`src/rtl/rv32f_decode_pkg.sv`:
```
// Shared encodings, op/rounding-mode enums and the decoded micro-op struct
// for the RV32F decode stage.
package rv32f_decode_pkg;

    localparam logic [6:0] OPC_LOAD_FP  = 7'b0000111;
    localparam logic [6:0] OPC_STORE_FP = 7'b0100111;
    localparam logic [6:0] OPC_FMADD    = 7'b1000011;
    localparam logic [6:0] OPC_FMSUB    = 7'b1000111;
    localparam logic [6:0] OPC_FNMSUB   = 7'b1001011;
    localparam logic [6:0] OPC_FNMADD   = 7'b1001111;
    localparam logic [6:0] OPC_OP_FP    = 7'b1010011;

    localparam logic [6:0] F7_FADD     = 7'b0000000;
    localparam logic [6:0] F7_FSUB     = 7'b0000100;
    localparam logic [6:0] F7_FMUL     = 7'b0001000;
    localparam logic [6:0] F7_FDIV     = 7'b0001100;
    localparam logic [6:0] F7_FSQRT    = 7'b0101100;
    localparam logic [6:0] F7_FSGNJ    = 7'b0010000;
    localparam logic [6:0] F7_FMINMAX  = 7'b0010100;
    localparam logic [6:0] F7_FCVT_W_S = 7'b1100000;
    localparam logic [6:0] F7_FMV_X_W  = 7'b1110000;
    localparam logic [6:0] F7_FCMP     = 7'b1010000;
    localparam logic [6:0] F7_FCVT_S_W = 7'b1101000;
    localparam logic [6:0] F7_FMV_W_X  = 7'b1111000;

    localparam logic [2:0] F3_WIDTH_W = 3'b010;
    localparam logic [4:0] F5_W       = 5'b00000;
    localparam logic [4:0] F5_WU      = 5'b00001;

    typedef enum logic [4:0] {
        FLW       = 5'd0,  FSW       = 5'd1,  FMADD     = 5'd2,  FMSUB     = 5'd3,
        FNMSUB    = 5'd4,  FNMADD    = 5'd5,  FADD      = 5'd6,  FSUB      = 5'd7,
        FMUL      = 5'd8,  FDIV      = 5'd9,  FSQRT     = 5'd10, FSGNJ     = 5'd11,
        FSGNJN    = 5'd12, FSGNJX    = 5'd13, FMIN      = 5'd14, FMAX      = 5'd15,
        FCVT_W_S  = 5'd16, FCVT_WU_S = 5'd17, FMV_X_W   = 5'd18, FCLASS    = 5'd19,
        FEQ       = 5'd20, FLT       = 5'd21, FLE       = 5'd22, FCVT_S_W  = 5'd23,
        FCVT_S_WU = 5'd24, FMV_W_X   = 5'd25, NONE      = 5'd26
    } rv32f_op_t;

    typedef enum logic [2:0] {
        RNE = 3'd0, RTZ = 3'd1, RDN = 3'd2, RUP = 3'd3,
        RMM = 3'd4, RM_RSV5 = 3'd5, RM_RSV6 = 3'd6, DYN = 3'd7
    } rv32f_rm_t;

    typedef struct packed {
        rv32f_op_t   op;
        logic [4:0]  rd;
        logic [4:0]  rs1;
        logic [4:0]  rs2;
        logic [4:0]  rs3;
        rv32f_rm_t   rm;
        logic [31:0] imm;
        logic        rs1_int;
        logic        rd_int;
        logic        uses_rs2;
        logic        uses_rs3;
        logic        illegal;
    } rv32f_decoded_t;

    localparam rv32f_decoded_t DEC_RESET = '{
        op: NONE, rd: 5'd0, rs1: 5'd0, rs2: 5'd0, rs3: 5'd0, rm: RNE,
        imm: 32'd0, rs1_int: 1'b0, rd_int: 1'b0, uses_rs2: 1'b0,
        uses_rs3: 1'b0, illegal: 1'b0
    };

    // Returns {bad, rm}: reserved static modes, and dynamic mode with a reserved frm, are bad.
    function automatic logic [3:0] rm_resolve(input logic [2:0] f3, input logic [2:0] frm);
        logic [3:0] res;
        case (f3)
            3'b101, 3'b110: res = {1'b1, 3'b000};
            3'b111: begin
                if (frm >= 3'b101) begin
                    res = {1'b1, 3'b000};
                end else begin
                    res = {1'b0, frm};
                end
            end
            default: res = {1'b0, f3};
        endcase
        return res;
    endfunction

endpackage

```
`src/rtl/rv32f_decode_logic.sv`:
```
// Combinational RV32F instruction decoder: raw word plus fcsr.frm to a
// decoded micro-op. Illegal words keep their register fields, nothing else.
module rv32f_decode_logic
    import rv32f_decode_pkg::*;
(
    input  logic [31:0]    inst,
    input  logic [2:0]     frm,
    output rv32f_decoded_t dec
);

    logic [6:0]  opcode_s;
    logic [6:0]  funct7_s;
    logic [2:0]  funct3_s;
    logic [4:0]  rs2_s;
    rv32f_op_t   op_s;
    logic        legal_s;
    logic        is_rm_s;
    logic [31:0] imm_s;
    logic        rs1_int_s;
    logic        rd_int_s;
    logic        uses_rs2_s;
    logic        uses_rs3_s;
    logic [3:0]  rm_res_s;

    assign opcode_s = inst[6:0];
    assign funct7_s = inst[31:25];
    assign funct3_s = inst[14:12];
    assign rs2_s    = inst[24:20];
    assign rm_res_s = rm_resolve(funct3_s, frm);

    // Classify the word; operand flags set here are masked later if the word is illegal.
    always_comb begin
        op_s       = NONE;
        legal_s    = 1'b0;
        is_rm_s    = 1'b0;
        imm_s      = 32'd0;
        rs1_int_s  = 1'b0;
        rd_int_s   = 1'b0;
        uses_rs2_s = 1'b0;
        uses_rs3_s = 1'b0;
        case (opcode_s)
            OPC_LOAD_FP: begin
                op_s      = FLW;
                legal_s   = (funct3_s == F3_WIDTH_W);
                imm_s     = {{20{inst[31]}}, inst[31:20]};
                rs1_int_s = 1'b1;
            end
            OPC_STORE_FP: begin
                op_s       = FSW;
                legal_s    = (funct3_s == F3_WIDTH_W);
                imm_s      = {{20{inst[31]}}, inst[31:25], inst[11:7]};
                rs1_int_s  = 1'b1;
                uses_rs2_s = 1'b1;
            end
            OPC_FMADD, OPC_FMSUB, OPC_FNMSUB, OPC_FNMADD: begin
                legal_s    = (inst[26:25] == 2'b00);
                is_rm_s    = 1'b1;
                uses_rs2_s = 1'b1;
                uses_rs3_s = 1'b1;
                case (opcode_s)
                    OPC_FMADD:  op_s = FMADD;
                    OPC_FMSUB:  op_s = FMSUB;
                    OPC_FNMSUB: op_s = FNMSUB;
                    default:    op_s = FNMADD;
                endcase
            end
            OPC_OP_FP: begin
                case (funct7_s)
                    F7_FADD, F7_FSUB, F7_FMUL, F7_FDIV: begin
                        legal_s    = 1'b1;
                        is_rm_s    = 1'b1;
                        uses_rs2_s = 1'b1;
                        case (funct7_s)
                            F7_FADD: op_s = FADD;
                            F7_FSUB: op_s = FSUB;
                            F7_FMUL: op_s = FMUL;
                            default: op_s = FDIV;
                        endcase
                    end
                    F7_FSQRT: begin
                        op_s    = FSQRT;
                        legal_s = (rs2_s == 5'd0);
                        is_rm_s = 1'b1;
                    end
                    F7_FSGNJ: begin
                        uses_rs2_s = 1'b1;
                        case (funct3_s)
                            3'b000:  begin op_s = FSGNJ;  legal_s = 1'b1; end
                            3'b001:  begin op_s = FSGNJN; legal_s = 1'b1; end
                            3'b010:  begin op_s = FSGNJX; legal_s = 1'b1; end
                            default: legal_s = 1'b0;
                        endcase
                    end
                    F7_FMINMAX: begin
                        uses_rs2_s = 1'b1;
                        case (funct3_s)
                            3'b000:  begin op_s = FMIN; legal_s = 1'b1; end
                            3'b001:  begin op_s = FMAX; legal_s = 1'b1; end
                            default: legal_s = 1'b0;
                        endcase
                    end
                    F7_FCVT_W_S: begin
                        is_rm_s  = 1'b1;
                        rd_int_s = 1'b1;
                        case (rs2_s)
                            F5_W:    begin op_s = FCVT_W_S;  legal_s = 1'b1; end
                            F5_WU:   begin op_s = FCVT_WU_S; legal_s = 1'b1; end
                            default: legal_s = 1'b0;
                        endcase
                    end
                    F7_FMV_X_W: begin
                        rd_int_s = 1'b1;
                        case (funct3_s)
                            3'b000:  begin op_s = FMV_X_W; legal_s = (rs2_s == 5'd0); end
                            3'b001:  begin op_s = FCLASS;  legal_s = (rs2_s == 5'd0); end
                            default: legal_s = 1'b0;
                        endcase
                    end
                    F7_FCMP: begin
                        rd_int_s   = 1'b1;
                        uses_rs2_s = 1'b1;
                        case (funct3_s)
                            3'b000:  begin op_s = FLE; legal_s = 1'b1; end
                            3'b001:  begin op_s = FLT; legal_s = 1'b1; end
                            3'b010:  begin op_s = FEQ; legal_s = 1'b1; end
                            default: legal_s = 1'b0;
                        endcase
                    end
                    F7_FCVT_S_W: begin
                        is_rm_s   = 1'b1;
                        rs1_int_s = 1'b1;
                        case (rs2_s)
                            F5_W:    begin op_s = FCVT_S_W;  legal_s = 1'b1; end
                            F5_WU:   begin op_s = FCVT_S_WU; legal_s = 1'b1; end
                            default: legal_s = 1'b0;
                        endcase
                    end
                    F7_FMV_W_X: begin
                        op_s      = FMV_W_X;
                        rs1_int_s = 1'b1;
                        legal_s   = (funct3_s == 3'b000) && (rs2_s == 5'd0);
                    end
                    default: legal_s = 1'b0;
                endcase
            end
            default: legal_s = 1'b0;
        endcase
    end

    // Assemble the micro-op; a bad rounding mode turns an otherwise legal word illegal.
    always_comb begin
        dec     = DEC_RESET;
        dec.rd  = inst[11:7];
        dec.rs1 = inst[19:15];
        dec.rs2 = inst[24:20];
        dec.rs3 = inst[31:27];
        if (legal_s && !(is_rm_s && rm_res_s[3])) begin
            dec.op       = op_s;
            dec.rm       = is_rm_s ? rv32f_rm_t'(rm_res_s[2:0]) : RNE;
            dec.imm      = imm_s;
            dec.rs1_int  = rs1_int_s;
            dec.rd_int   = rd_int_s;
            dec.uses_rs2 = uses_rs2_s;
            dec.uses_rs3 = uses_rs3_s;
            dec.illegal  = 1'b0;
        end else begin
            dec.op      = NONE;
            dec.illegal = 1'b1;
        end
    end

endmodule

```
`src/rtl/rv32f_decode.sv`:
```
// Registered RV32F decode stage: decoder feeding a main register plus one
// skid entry, so in_ready is a flop and never depends on out_ready.
module rv32f_decode
    import rv32f_decode_pkg::*;
#(
    parameter int PC_WIDTH     = 32,
    parameter bit ILLEGAL_PASS = 1'b1
) (
    input  logic                clk,
    input  logic                rst_n,
    input  logic                flush,
    input  logic [2:0]          frm,
    input  logic                in_valid,
    output logic                in_ready,
    input  logic [31:0]         in_inst,
    input  logic [PC_WIDTH-1:0] in_pc,
    output logic                out_valid,
    input  logic                out_ready,
    output logic [4:0]          out_op,
    output logic [4:0]          out_rd,
    output logic [4:0]          out_rs1,
    output logic [4:0]          out_rs2,
    output logic [4:0]          out_rs3,
    output logic [2:0]          out_rm,
    output logic [31:0]         out_imm,
    output logic                out_rs1_int,
    output logic                out_rd_int,
    output logic                out_uses_rs2,
    output logic                out_uses_rs3,
    output logic                out_illegal,
    output logic [PC_WIDTH-1:0] out_pc
);

    rv32f_decoded_t      dec_s;
    rv32f_decoded_t      main_r;
    rv32f_decoded_t      skid_r;
    logic [PC_WIDTH-1:0] main_pc_r;
    logic [PC_WIDTH-1:0] skid_pc_r;
    logic                main_vld_r;
    logic                skid_vld_r;
    logic                accept_s;
    logic                load_s;
    logic                advance_s;

    rv32f_decode_logic u_logic (
        .inst (in_inst),
        .frm  (frm),
        .dec  (dec_s)
    );

    assign accept_s  = in_valid && !skid_vld_r && !flush;
    assign load_s    = accept_s && (ILLEGAL_PASS || !dec_s.illegal);
    // Main register can take a new entry when empty or when it is leaving this cycle.
    assign advance_s = !main_vld_r || out_ready;

    // Valid bits of the two entries; skid refills main before any new word.
    always_ff @(posedge clk or negedge rst_n) begin
        if (!rst_n) begin
            main_vld_r <= 1'b0;
            skid_vld_r <= 1'b0;
        end else if (flush) begin
            main_vld_r <= 1'b0;
            skid_vld_r <= 1'b0;
        end else if (advance_s) begin
            if (skid_vld_r) begin
                main_vld_r <= 1'b1;
                skid_vld_r <= 1'b0;
            end else begin
                main_vld_r <= load_s;
            end
        end else if (load_s) begin
            skid_vld_r <= 1'b1;
        end
    end

    // Payload of the two entries, including the PC carried for exception reporting.
    always_ff @(posedge clk or negedge rst_n) begin
        if (!rst_n) begin
            main_r    <= DEC_RESET;
            skid_r    <= DEC_RESET;
            main_pc_r <= '0;
            skid_pc_r <= '0;
        end else if (!flush) begin
            if (advance_s) begin
                if (skid_vld_r) begin
                    main_r    <= skid_r;
                    main_pc_r <= skid_pc_r;
                end else if (load_s) begin
                    main_r    <= dec_s;
                    main_pc_r <= in_pc;
                end
            end else if (load_s) begin
                skid_r    <= dec_s;
                skid_pc_r <= in_pc;
            end
        end
    end

    assign in_ready     = !skid_vld_r;
    assign out_valid    = main_vld_r;
    assign out_op       = main_r.op;
    assign out_rd       = main_r.rd;
    assign out_rs1      = main_r.rs1;
    assign out_rs2      = main_r.rs2;
    assign out_rs3      = main_r.rs3;
    assign out_rm       = main_r.rm;
    assign out_imm      = main_r.imm;
    assign out_rs1_int  = main_r.rs1_int;
    assign out_rd_int   = main_r.rd_int;
    assign out_uses_rs2 = main_r.uses_rs2;
    assign out_uses_rs3 = main_r.uses_rs3;
    assign out_illegal  = main_r.illegal;
    assign out_pc       = main_pc_r;

endmodule

```
`config.mk`:
```
export PLATFORM = sky130hd
export DESIGN_NAME = rv32f_decode
export DESIGN_NICKNAME = d
export VERILOG_FILES = /design/src/rtl/rv32f_decode_pkg.sv /design/src/rtl/rv32f_decode_logic.sv /design/src/rtl/rv32f_decode.sv
export SDC_FILE = /design/constraint.sdc
export NUM_CORES = 1
export LEC_CHECK = 0
export CORE_UTILIZATION = 50
export DETAILED_ROUTE_END_ITERATION = 6
export GPL_ROUTABILITY_DRIVEN = 0
export PLACE_DENSITY = 0.8
export SYNTH_ARGS = -nofsm -noshare
export SYNTH_HDL_FRONTEND = slang
export SYNTH_SLANG_ARGS = --single-unit
```
`constraint.sdc`:
```
create_clock -name clk -period 1.9 [get_ports clk]
set_input_delay 0.285 -clock clk [delete_from_list [all_inputs] [get_ports clk]]
set_output_delay 0.285 -clock clk [all_outputs]
set_load 0.1 [all_outputs]
```
# [Word-level counts from Yosys, hierarchy flattened]
# Index checks and enable logic that the tools add are counted.
[word_totals] latch_bits=0 memories=0 regBits=196 output_inout_bits=99 in_bits=72 mem_bits_ro=0 ram_bits=0 word_cells=130
[classes] magnitude_cmp=1 add_sub_neg=0 n_div=0 bitwise=2 reduce_logical=33 eq_ne=24 multipliers=0 shift=0 mux=42
[ops] cell="two-way mux 65 bit" n=2
[ops] cell="equality test 7 bit (second input constant)" n=10
[ops] cell="two-way mux 32 bit" n=2
[ops] cell="one-hot mux 32 bit (2 select lines)" n=1
[ops] cell="one-hot mux 5 bit (9 select lines)" n=1
[ops] cell="two-way mux 39 bit" n=1
[ops] cell="one-hot mux 4 bit (2 select lines)" n=4
[ops] cell="one-hot mux 4 bit (3 select lines)" n=2
[ops] cell="one-hot mux 5 bit (4 select lines)" n=1
[ops] cell="two-way mux 1 bit" n=17
[ops] cell="one-hot mux 5 bit (3 select lines)" n=1
[ops] cell="equality test 7 x 3 -> 1 bit (second input constant)" n=2
[ops] cell="equality test 7 x 4 -> 1 bit (second input constant)" n=2
[ops] cell="equality test 7 x 5 -> 1 bit (second input constant)" n=2
[ops] cell="equality test 7 x 6 -> 1 bit (second input constant)" n=2
[ops] cell="OR reduction 2 bit" n=7
[ops] cell="OR reduction 7 bit" n=2
[ops] cell="one-hot mux 5 bit (2 select lines)" n=1
[ops] cell="equality test 3 bit (second input constant)" n=3
[ops] cell="one-hot mux 3 bit (3 select lines)" n=1
[ops] cell="OR reduction 4 bit" n=2
[ops] cell="zero test 7 bit" n=1
[ops] cell="one-hot mux 1 bit (7 select lines)" n=1
[ops] cell="one-hot mux 1 bit (2 select lines)" n=3
[ops] cell="other kinds (20)" n=31

# [Longest topological paths before layout]
# Gate-level depths: netlist of run 1.
[logic_depth] depth_word=10 depth_mapped=9 ltp_nobuf=6

# [Hierarchy]
# Synthesis of run 1 repeated with hierarchy kept, for this count alone.
[hier_totals] hier_cells=732 area_unflattened_um2=9834.4
[modules_own_cells] mod="rv32f_decode" n_inst=1 seq_area_each_um2=4912.2 area_each_um2=8559.5 cells_each=527
[modules_own_cells] mod="rv32f_decode_logic" n_inst=1 seq_area_each_um2=0.0 area_each_um2=1275.0 cells_each=205

# [Least setup slack after synthesis of run 1]
# No wires, ideal clock.
[synth_timing] path_kind="input to register" start="input port in_inst[5]" end="register main_r, in the netlist out_rm[2]" setup_ns=0.082 n_path_buf=2 arrival_time_ns=2.395 path_slack_ns=-0.576 path_stages=8 required_time_ns=1.818 cell_sequence="buf_6 -> nand4b_4 -> or4b_1 -> buf_2 -> or3_1 -> o211a_2 -> or4_1 -> a31oi_1"
[synth_between] elab_chain_len=9 word_cells_on_any_way=18 classes_between="eq/ne (7); mux (6); reduce/logical (5)"
[synth_rtl] element="from (decl)" line="rv32f_decode.sv:15" source="input logic [31:0] in_inst,"
[synth_rtl] element="equality test 7 bit" line="rv32f_decode_logic.sv:41" source="case (opcode_s)"
[synth_rtl] element="OR reduction 4 bit" line="rv32f_decode_logic.sv:41"
[synth_rtl] element="one-hot mux 1 bit (2 select lines)" line="rv32f_decode_logic.sv:41"
[synth_rtl] element="logical AND 1 bit" line="rv32f_decode_logic.sv:157" source="if (legal_s && !(is_rm_s && rm_res_s[3])) begin"
[synth_rtl] element="zero test 1 bit" line="rv32f_decode_logic.sv:157"
[synth_rtl] element="logical AND 1 bit" line="rv32f_decode_logic.sv:157"
[synth_rtl] element="two-way mux 39 bit *" line="rv32f_decode_logic.sv:157"
[synth_rtl] element="two-way mux 65 bit *" line="rv32f_decode.sv:88" source="end else if (load_s) begin"
[synth_rtl] element="two-way mux 65 bit *" line="rv32f_decode.sv:85" source="if (skid_vld_r) begin"
[synth_rtl] element="to (signal assigned)" line="rv32f_decode.sv:86" source="main_r <= skid_r;"
[synth_rtl] element="to (signal assigned)" line="rv32f_decode.sv:89" source="main_r <= dec_s;"
[synth_rtl] element="to (decl)" line="rv32f_decode.sv:35" source="rv32f_decoded_t main_r;"
# Every way passes the cells marked *; elsewhere a longest branch is shown, timed or not. The select of a mux whose other input is x is not followed.
# A chain may end at the register's enable or synchronous reset.

# [Final worst setup path of run 1]
# Same ends and word-level chain as after synthesis.

==> flow_metrics.env, run 1 <==
export IMPL_status="finished, violations left"
export IMPL_failed_checks="design-rule violations, negative setup slack"
export IMPL_initial_utilization=0.5150
export IMPL_cp_end_kind="flop"
export IMPL_reg2reg_to="out_pc[6]$_DFFE_PN0P_"
export IMPL_clkTransAtPathRegs_ns=0.06
export IMPL_power_density_cells_nw_per_um2=982.2
export IMPL_cts_tree="yes"
export IMPL_reg2reg_from="skid_vld_r$_DFFE_PN0P_"
export IMPL_worstPathCellList="buf_8 -> nand4b_4 -> or4b_4 -> or3_4 -> o211a_4 -> buf_6 -> or4_4 -> a31oi_4"
export IMPL_synthMostInstantiatedCell="sky130_fd_sc_hd__nand2_1"
export IMPL_number_of_antenna_violating_nets_in_the_routed_design=0
export IMPL_postLayoutSetupSlackWorst_ns=-0.07866
export IMPL_yosys_top_cells_area="sky130_fd_sc_hd__dfrtp_1 (50%), sky130_fd_sc_hd__nand2_1 (12%), sky130_fd_sc_hd__mux2i_1 (7.6%)"
export IMPL_start_kind="primary input"
export IMPL_ys_types=61
export IMPL_cts_root_to_sink_buffers=2
export IMPL_worstSetupStartpoint="in_inst[5]"
export IMPL_dominant_combinational_cell_family_by_area_after_synthesis="simple AND/OR/NAND/NOR gates"
export IMPL_synth_seq_area_share=0.5187
export IMPL_grt_setup_unrepaired="yes"
export IMPL_fillerInstances=1021
export IMPL_power_frac_clock=0.348
export IMPL_antenna_violations_before_repair=0
export IMPL_total_leakage_power_nw=5.127
export IMPL_synth_fa_ha_area_frac=0
export IMPL_synth_main_ff_cell="sky130_fd_sc_hd__dfrtp_1"
export IMPL_synth_cells_most_frequent="sky130_fd_sc_hd__nand2_1 (239), sky130_fd_sc_hd__dfrtp_1 (150), sky130_fd_sc_hd__o21ai_0 (76)"
export IMPL_final_cycle_share=1.041
export IMPL_die_area_um2=15580
export IMPL_number_of_violations_of_the_max_capacitance_limit=0
export IMPL_drc=28
export IMPL_cellInternalPower_mw=6.945
export IMPL_vias=6806
export IMPL_critical_path_n_buffers_inverters=2
export IMPL_seqPwrFrac=0.379
export IMPL_synth_avg_cell_area_um2=9.141
export IMPL_drt_wl_total_um=20630
export IMPL_grt_ovfl_total=0
export IMPL_timing_hold_worst_start="in_inst[24]"
export IMPL_clock_fmax_mhz=505.4
export IMPL_synth_async_reset_ratio=1.000
export IMPL_first_global_vias=6763
export IMPL_synth_mux_area_frac=0.07566
export IMPL_core_area_um2=14640
export IMPL_drt_iter0_markers=437
export IMPL_vdd_drop_max_uv=793.4
export IMPL_hold_worst_slack_ns=0.2085
export IMPL_min_delay_path_class="in2reg"
export IMPL_grt_max_degree=54
export IMPL_wire_length_of_the_first_global_routing_pass_um=33900
export IMPL_worst_r2r_cell_count=7
export IMPL_power_share_switching=0.3518
export IMPL_synth_warning_count=0
export IMPL_multi_input_comb_area_um2=3383
export IMPL_cts_num_sinks=156
export IMPL_layout_nets=1108
export IMPL_netlist_instances=825
export IMPL_power_total_mw=10.71
export IMPL_viasPerCell=5.520
export IMPL_slew_violations=0
export IMPL_ff_to_ff_setup_slack_ns=0.11
export IMPL_critical_path_class="in2reg"
export IMPL_synth_edff_count=0
export IMPL_fraction_of_synthesized_cell_area_in_xor_and_xnor_cells=0.002323
export IMPL_ys_ff_latch=156
export IMPL_max_slew_margin=0.6476
export IMPL_worstMarginPinSlew_ns=0.5220
export IMPL_dp_hpwl_um=14450
export IMPL_post_synth_instance_area_um2=7541
export IMPL_top_level_ports=171
export IMPL_hold_viol_final=0
export IMPL_synth_net_count=897
export IMPL_post_synth_and_or_nand_nor_area_fraction=0.2011
export IMPL_regArea_um2=3920
export IMPL_flow_area_growth_from_synthesis_pct=44.65
export IMPL_synth_area_leader_cell="sky130_fd_sc_hd__dfrtp_1"
export IMPL_cpLargestDelayFamily="simple AND/OR/NAND/NOR gates"
export IMPL_dieHeight_um=124.8
export IMPL_power_frac_comb=0.272
export IMPL_clock_insertion_delay_worst_skew_ns=0.42
export IMPL_p_sw_mw=3.769
export IMPL_fraction_of_the_mapped_netlist_area_in_compound_gates=0.1439
export IMPL_cp_data_required_time_ns=2.24
export IMPL_critical_path_arrival_ns=2.32
export IMPL_detail_route_wl_per_cell_um=16.73
export IMPL_postPlaceCellArea_um2=10010
export IMPL_drt_pre_antenna_iters=7
export IMPL_timing_critical_path_slowest_stage_cell="sky130_fd_sc_hd__or4b_4"
export IMPL_gr_usage_all_layers=0.2752
export IMPL_clock_root_buffer="sky130_fd_sc_hd__clkbuf_16"
export IMPL_timing_critical_path_fanout_max=4
export IMPL_cts_buffers_inserted=17
export IMPL_layout_cell_area_non_filler_um2=10910
export IMPL_clock_skew_final_ns=0.007997
export IMPL_rows=44
export IMPL_port_buffers=170
export IMPL_n_antenna_cell=0
export IMPL_layout_drive_gt1_share=0.2936
export IMPL_end_point_of_the_worst_hold_path="skid_r[49]$_DFFE_PN0P_"
export IMPL_post_synth_top_area_fraction=0.4978
export IMPL_setup_violations_final=2
export IMPL_worstHoldPathCells=4
export IMPL_die_boundary_width_um=124.8
export IMPL_cpPeakStageDelay_ns=0.50
export IMPL_htreeDepth=4
export IMPL_finalWorstPathRequiredPeriod_ns=1.979
==> per-stage QoR <==
stage	setup TNS, ns	worst slack [ns]	utilization	instances
after floorplan	-12.81	-0.4832	-	825
after global placement	-30.36	-0.7903	0.6839	1193
after detailed placement	-31.13	-0.8187	0.6839	1193
after CTS	-0.5575	-0.08033	0.7385	1231
after global routing	-0.4651	-0.1142	0.7449	1233
final	-0.09341	-0.07866	0.7449	1233
==> registers in the layout, indices dropped and copies added, names as in the netlist, 3 cells and up <==
signal     cells
skid_pc_r     32
out_rs2        5
out_pc        32
out_rs1        5
out_rs3        5
out_rm         3
out_op         5
out_imm       12
skid_r        45
out_rd         5
==> cell families (layout without fill, tap and decap cells) <==
| group | after synthesis | count (layout) |
|---|---|---|
| flip-flops | 156 | 156 |
| AO/OA/AOI/OAI | 176 | 176 |
| XOR/XNOR | 2 | 2 |
| AND/OR/NAND/NOR | 342 | 342 |
| buffers and inverters | 92 | 316 |
| multiplexers | 57 | 57 |
==> cell usage in the layout, fill, tap and decap left out, types with 5 or more instances in the layout <==
master                            instances
sky130_fd_sc_hd__buf_12                  37
sky130_fd_sc_hd__o31ai_1                  5
sky130_fd_sc_hd__dfrtp_1                147
sky130_fd_sc_hd__or3_1                    6
sky130_fd_sc_hd__inv_1                    9
sky130_fd_sc_hd__o21ai_0                 73
sky130_fd_sc_hd__a22o_1                   7
sky130_fd_sc_hd__bufinv_16                5
sky130_fd_sc_hd__nand3_1                  6
sky130_fd_sc_hd__buf_2                    5
sky130_fd_sc_hd__and3_1                  20
sky130_fd_sc_hd__buf_4                  162
sky130_fd_sc_hd__nor2_1                  31
sky130_fd_sc_hd__nand2_1                237
sky130_fd_sc_hd__clkdlybuf4s50_1         48
sky130_fd_sc_hd__mux2i_1                 57
sky130_fd_sc_hd__o21ai_2                 15
sky130_fd_sc_hd__clkbuf_16               17
sky130_fd_sc_hd__buf_6                    5
sky130_fd_sc_hd__dfstp_2                  6
sky130_fd_sc_hd__dlygate4sd2_1            6
sky130_fd_sc_hd__a31oi_1                  6
sky130_fd_sc_hd__a21oi_1                 34
==> power groups by stage <==
stage	Clock, mW	Sequential [mW]	Combinational (mW)
floorplan	0	5.46	0.591
global placement	0	4.09	2.83
detailed placement	0	4.11	2.89
CTS	3.78	4.06	2.91
global route	3.93	4.11	3.08
finish	3.73	4.07	2.92
==> how the worst max path moves through the flow <==
stage | cells after the start | slack, ns | end
floorplan | 8 | -0.48 | out_op[0]$_DFFE_PN0P_
detailed placement | 7 | -0.82 | out_op[3]$_DFFE_PN1P_
finish | 8 | -0.08 | out_rm[2]$_DFFE_PN0P_
global placement | 7 | -0.79 | out_uses_rs2$_DFFE_PN0P_
CTS | 7 | -0.08 | out_uses_rs2$_DFFE_PN0P_
global route | 8 | -0.11 | out_rm[2]$_DFFE_PN0P_
==> worst register-to-register path, cell delays in order (launching register included) <==
cell	delay (ns)
sky130_fd_sc_hd__dfrtp_4	0.52
sky130_fd_sc_hd__nor2_1	0.16
sky130_fd_sc_hd__nor2_1	0.07
sky130_fd_sc_hd__buf_4	0.14
sky130_fd_sc_hd__nand2_4	0.11
sky130_fd_sc_hd__buf_4	0.31
sky130_fd_sc_hd__buf_4	0.25
sky130_fd_sc_hd__o21ai_0	0.11
==> timing repair <==
item	in CTS	in global routing
hold buffers	1	0
endpoints found under the hold margin	40	0
buffers inserted	5	2
endpoints found under the setup margin	39	29
pin swaps	16	16
resized for setup	76	29
==> layout make-up <==
| type | count | share of cell area |
|---|---|---|
| Clock buffer | 19 | 0.04061 |
| Clock inverter | 13 | 0.01950 |
| Inverter | 10 | 0.003441 |
| Multi-Input combinational cell | 577 | 0.3102 |
| Sequential cell | 156 | 0.3594 |
| Tap cell | 184 | 0.02111 |
| Timing Repair Buffer | 274 | 0.2458 |
==> per-layer routing <==
metal	GRT usage	share of wire	wire [um]	vias to the layer above
li1	-	-	-	3231
met1	0.3626	0.43	8793	3260
met2	0.4488	0.48	9941	281
met3	0.06229	0.074	1520	34
met4	0.09469	0.018	370	0
met5	0	0	0	-
(Power assumes the default switching activity.)
==> run 2: changes to the inputs <==
--- a/config.mk
+++ b/config.mk
@@ -5,10 +5,11 @@
 export SDC_FILE = /design/constraint.sdc
 export NUM_CORES = 1
 export LEC_CHECK = 0
-export CORE_UTILIZATION = 50
+export CORE_UTILIZATION = 46
 export DETAILED_ROUTE_END_ITERATION = 6
 export GPL_ROUTABILITY_DRIVEN = 0
-export PLACE_DENSITY = 0.8
+export HOLD_SLACK_MARGIN = 0.15
+export PLACE_DENSITY = 0.77
 export SYNTH_ARGS = -nofsm -noshare
 export SYNTH_HDL_FRONTEND = slang
 export SYNTH_SLANG_ARGS = --single-unit
==> constraint.sdc (replaced) <==
create_clock -name clk -period 1.7 [get_ports clk]
set_input_delay 0.255 -clock clk [delete_from_list [all_inputs] [get_ports clk]]
set_output_delay 0.255 -clock clk [all_outputs]
set_load 0.1 [all_outputs]
==> flow_metrics.env, run 2 (synthesis results as in run 1) <==
export IMPL_cts_tree="yes"
export IMPL_power_density_cells_nw_per_um2=1032
export IMPL_worstSetupStartpoint="in_inst[5]"
export IMPL_flow_area_growth_from_synthesis_pct=59.85
export IMPL_clock_root_buffer="sky130_fd_sc_hd__clkbuf_16"
export IMPL_layout_cell_area_non_filler_um2=12050
export IMPL_drc=0
export IMPL_die_area_um2=16910
export IMPL_grt_setup_unrepaired="yes"
export IMPL_number_of_antenna_violating_nets_in_the_routed_design=0
export IMPL_core_area_um2=15940
export IMPL_multi_input_comb_area_um2=3498
export IMPL_layout_nets=1123
export IMPL_regArea_um2=3920
export IMPL_start_kind="primary input"
export IMPL_vias=7029
export IMPL_drt_wl_total_um=22700
export IMPL_timing_critical_path_fanout_max=8
export IMPL_status="finished, violations left"
export IMPL_grt_max_degree=48
export IMPL_most_common_cell_after_layout_fill_and_taps_aside="sky130_fd_sc_hd__nand2_1"
export IMPL_dieHeight_um=130.0
export IMPL_postLayoutSetupSlackWorst_ns=-0.2525
export IMPL_failed_checks="negative setup slack"
export IMPL_min_delay_path_class="in2reg"
export IMPL_regMostFlops="skid_r"
export IMPL_first_global_vias=6863
export IMPL_dp_hpwl_um=15530
export IMPL_reg2reg_from="skid_vld_r$_DFFE_PN0P_"
export IMPL_hold_viol_final=0
export IMPL_antenna_violations_before_repair=0
export IMPL_mostFrequentLayoutCells="sky130_fd_sc_hd__nand2_1 (237), sky130_fd_sc_hd__dfrtp_1 (147), sky130_fd_sc_hd__buf_12 (109)"
export IMPL_layout_drive_gt1_share=0.3177
export IMPL_critical_path_class="in2reg"
export IMPL_final_cycle_share=1.149
export IMPL_setup_violations_final=36
export IMPL_critical_path_arrival_ns=2.30
export IMPL_vdd_drop_max_uv=770.9
export IMPL_wire_length_of_the_first_global_routing_pass_um=35180
export IMPL_cts_root_to_sink_buffers=2
export IMPL_power_total_mw=12.44
export IMPL_rows=46
export IMPL_postPlaceCellArea_um2=11040
export IMPL_cts_buffers_inserted=17
export IMPL_number_of_violations_of_the_max_capacitance_limit=0
export IMPL_detail_route_wl_per_cell_um=17.74
export IMPL_htreeDepth=4
export IMPL_cp_data_required_time_ns=2.05
export IMPL_die_boundary_width_um=130.0
export IMPL_clkTransAtPathRegs_ns=0.06
export IMPL_worstMarginPinSlew_ns=0.4347
export IMPL_grt_ovfl_total=0
export IMPL_clock_fmax_mhz=512.2
export IMPL_fillerInstances=998
export IMPL_cts_num_sinks=156
export IMPL_clock_insertion_delay_worst_skew_ns=0.43
export IMPL_ff_to_ff_setup_slack_ns=-0.01
export IMPL_finalWorstPathRequiredPeriod_ns=1.952
export IMPL_total_leakage_power_nw=5.498
export IMPL_hold_worst_slack_ns=0.2053
export IMPL_viasPerCell=5.491
export IMPL_drt_pre_antenna_iters=5
export IMPL_port_buffers=170
export IMPL_preCtsSetupSlack_ns=-1.065
export IMPL_top_level_ports=171
export IMPL_slew_violations=0
export IMPL_max_reg_flops=45
export IMPL_cp_end_kind="flop"
export IMPL_clock_skew_final_ns=0.006254
export IMPL_timing_hold_worst_start="in_inst[21]"
export IMPL_max_slew_margin=0.7085
export IMPL_gr_usage_all_layers=0.2730
export IMPL_n_antenna_cell=0
export IMPL_initial_utilization=0.4730
export IMPL_drt_iter0_markers=575
export IMPL_setup_total_negative_slack_ns=-4.465
-- run 2: changes by cell type in the layout (fill, tap and decap cells not counted), moves of 2 or more --
cell / delta
sky130_fd_sc_hd__a211oi_2: +2
sky130_fd_sc_hd__a21oi_1: -5
sky130_fd_sc_hd__a21oi_2: +5
sky130_fd_sc_hd__buf_12: +72
sky130_fd_sc_hd__buf_4: -65
sky130_fd_sc_hd__buf_6: +5
sky130_fd_sc_hd__bufinv_16: -2
sky130_fd_sc_hd__clkdlybuf4s15_1: -3
sky130_fd_sc_hd__clkinv_2: +3
sky130_fd_sc_hd__dlygate4sd2_1: +3
sky130_fd_sc_hd__o21ai_0: -2
sky130_fd_sc_hd__o21ai_2: +2
-- run 2: worst max-delay path, stage by stage --
cell                       delay [ns]
sky130_fd_sc_hd__buf_8           0.11
sky130_fd_sc_hd__nand4b_4        0.16
sky130_fd_sc_hd__or4b_4          0.55
sky130_fd_sc_hd__or3_4           0.38
sky130_fd_sc_hd__o211a_4         0.19
sky130_fd_sc_hd__or4_4           0.45
sky130_fd_sc_hd__a31oi_4         0.20
-- run 2: through the flow --
| stage | instances | util |
|---|---|---|
| after floorplan | 825 | - |
| after global placement | 1234 | 0.6927 |
| after detailed placement | 1234 | 0.6927 |
| after CTS | 1278 | 0.7454 |
| after global routing | 1280 | 0.7561 |
| final | 1280 | 0.7561 |
-- run 2: metal layers --
layer	GRT usage	vias up	wire length [um]
li1	-	3255	-
met1	0.3349	3370	9002
met2	0.4534	345	11220
met3	0.08036	59	1989
met4	0.1067	0	491
met5	0	-	0
-- run 2: layout make-up --
| type | instances | area share |
|---|---|---|
| clock buffers | 18 | 0.03643 |
| clock inverters | 14 | 0.01391 |
| inverters | 10 | 0.003322 |
| multi-input cells | 578 | 0.2902 |
| flip-flops and latches | 156 | 0.3252 |
| well taps | 216 | 0.02242 |
| repair buffers | 288 | 0.3085 |
-- run 2: path summary, 6_finish.rpt --
check	endpoint	depth (start not counted)
hold reg to reg	skid_r[60]$_DFFE_PN0P_	2
setup / recovery	out_rm[2]$_DFFE_PN0P_	7
min in group asynchronous	skid_pc_r[17]$_DFFE_PN0P_	2
hold / removal	skid_r[46]$_DFFE_PN0P_	3
max in group asynchronous	skid_r[61]$_DFFE_PN1P_	3
setup reg to reg	out_imm[0]$_DFFE_PN0P_	7
-- run 2: where the power goes --
part           leakage (nW)  internal, mW  switching [mW]  total (mW)
clock network         0.292          2.35            1.57        3.92
logic                  3.21          1.41            2.44        3.85
registers              1.99          4.24           0.425        4.66
total                  5.50          8.00            4.44        12.4
-- run 2: timing repair --
item / in CTS / in global routing
resized for setup: 82 / 47
hold endpoints to repair: 78 / 0
setup endpoints to repair: 51 / 83
hold buffers: 1 / 0
pin swaps: 17 / 7
setup buffers: 10 / 1
gates cloned: 1 / 1
==> run 3: changes to the inputs <==
--- a/config.mk
+++ b/config.mk
@@ -6,6 +6,7 @@
 export NUM_CORES = 1
 export LEC_CHECK = 0
 export CORE_UTILIZATION = 46
+export CTS_CLUSTER_SIZE = 12
 export DETAILED_ROUTE_END_ITERATION = 6
 export GPL_ROUTABILITY_DRIVEN = 0
 export HOLD_SLACK_MARGIN = 0.15
==> results of run 3 <==
No change in the layout: final DEF, timing and power equal those of run 2.
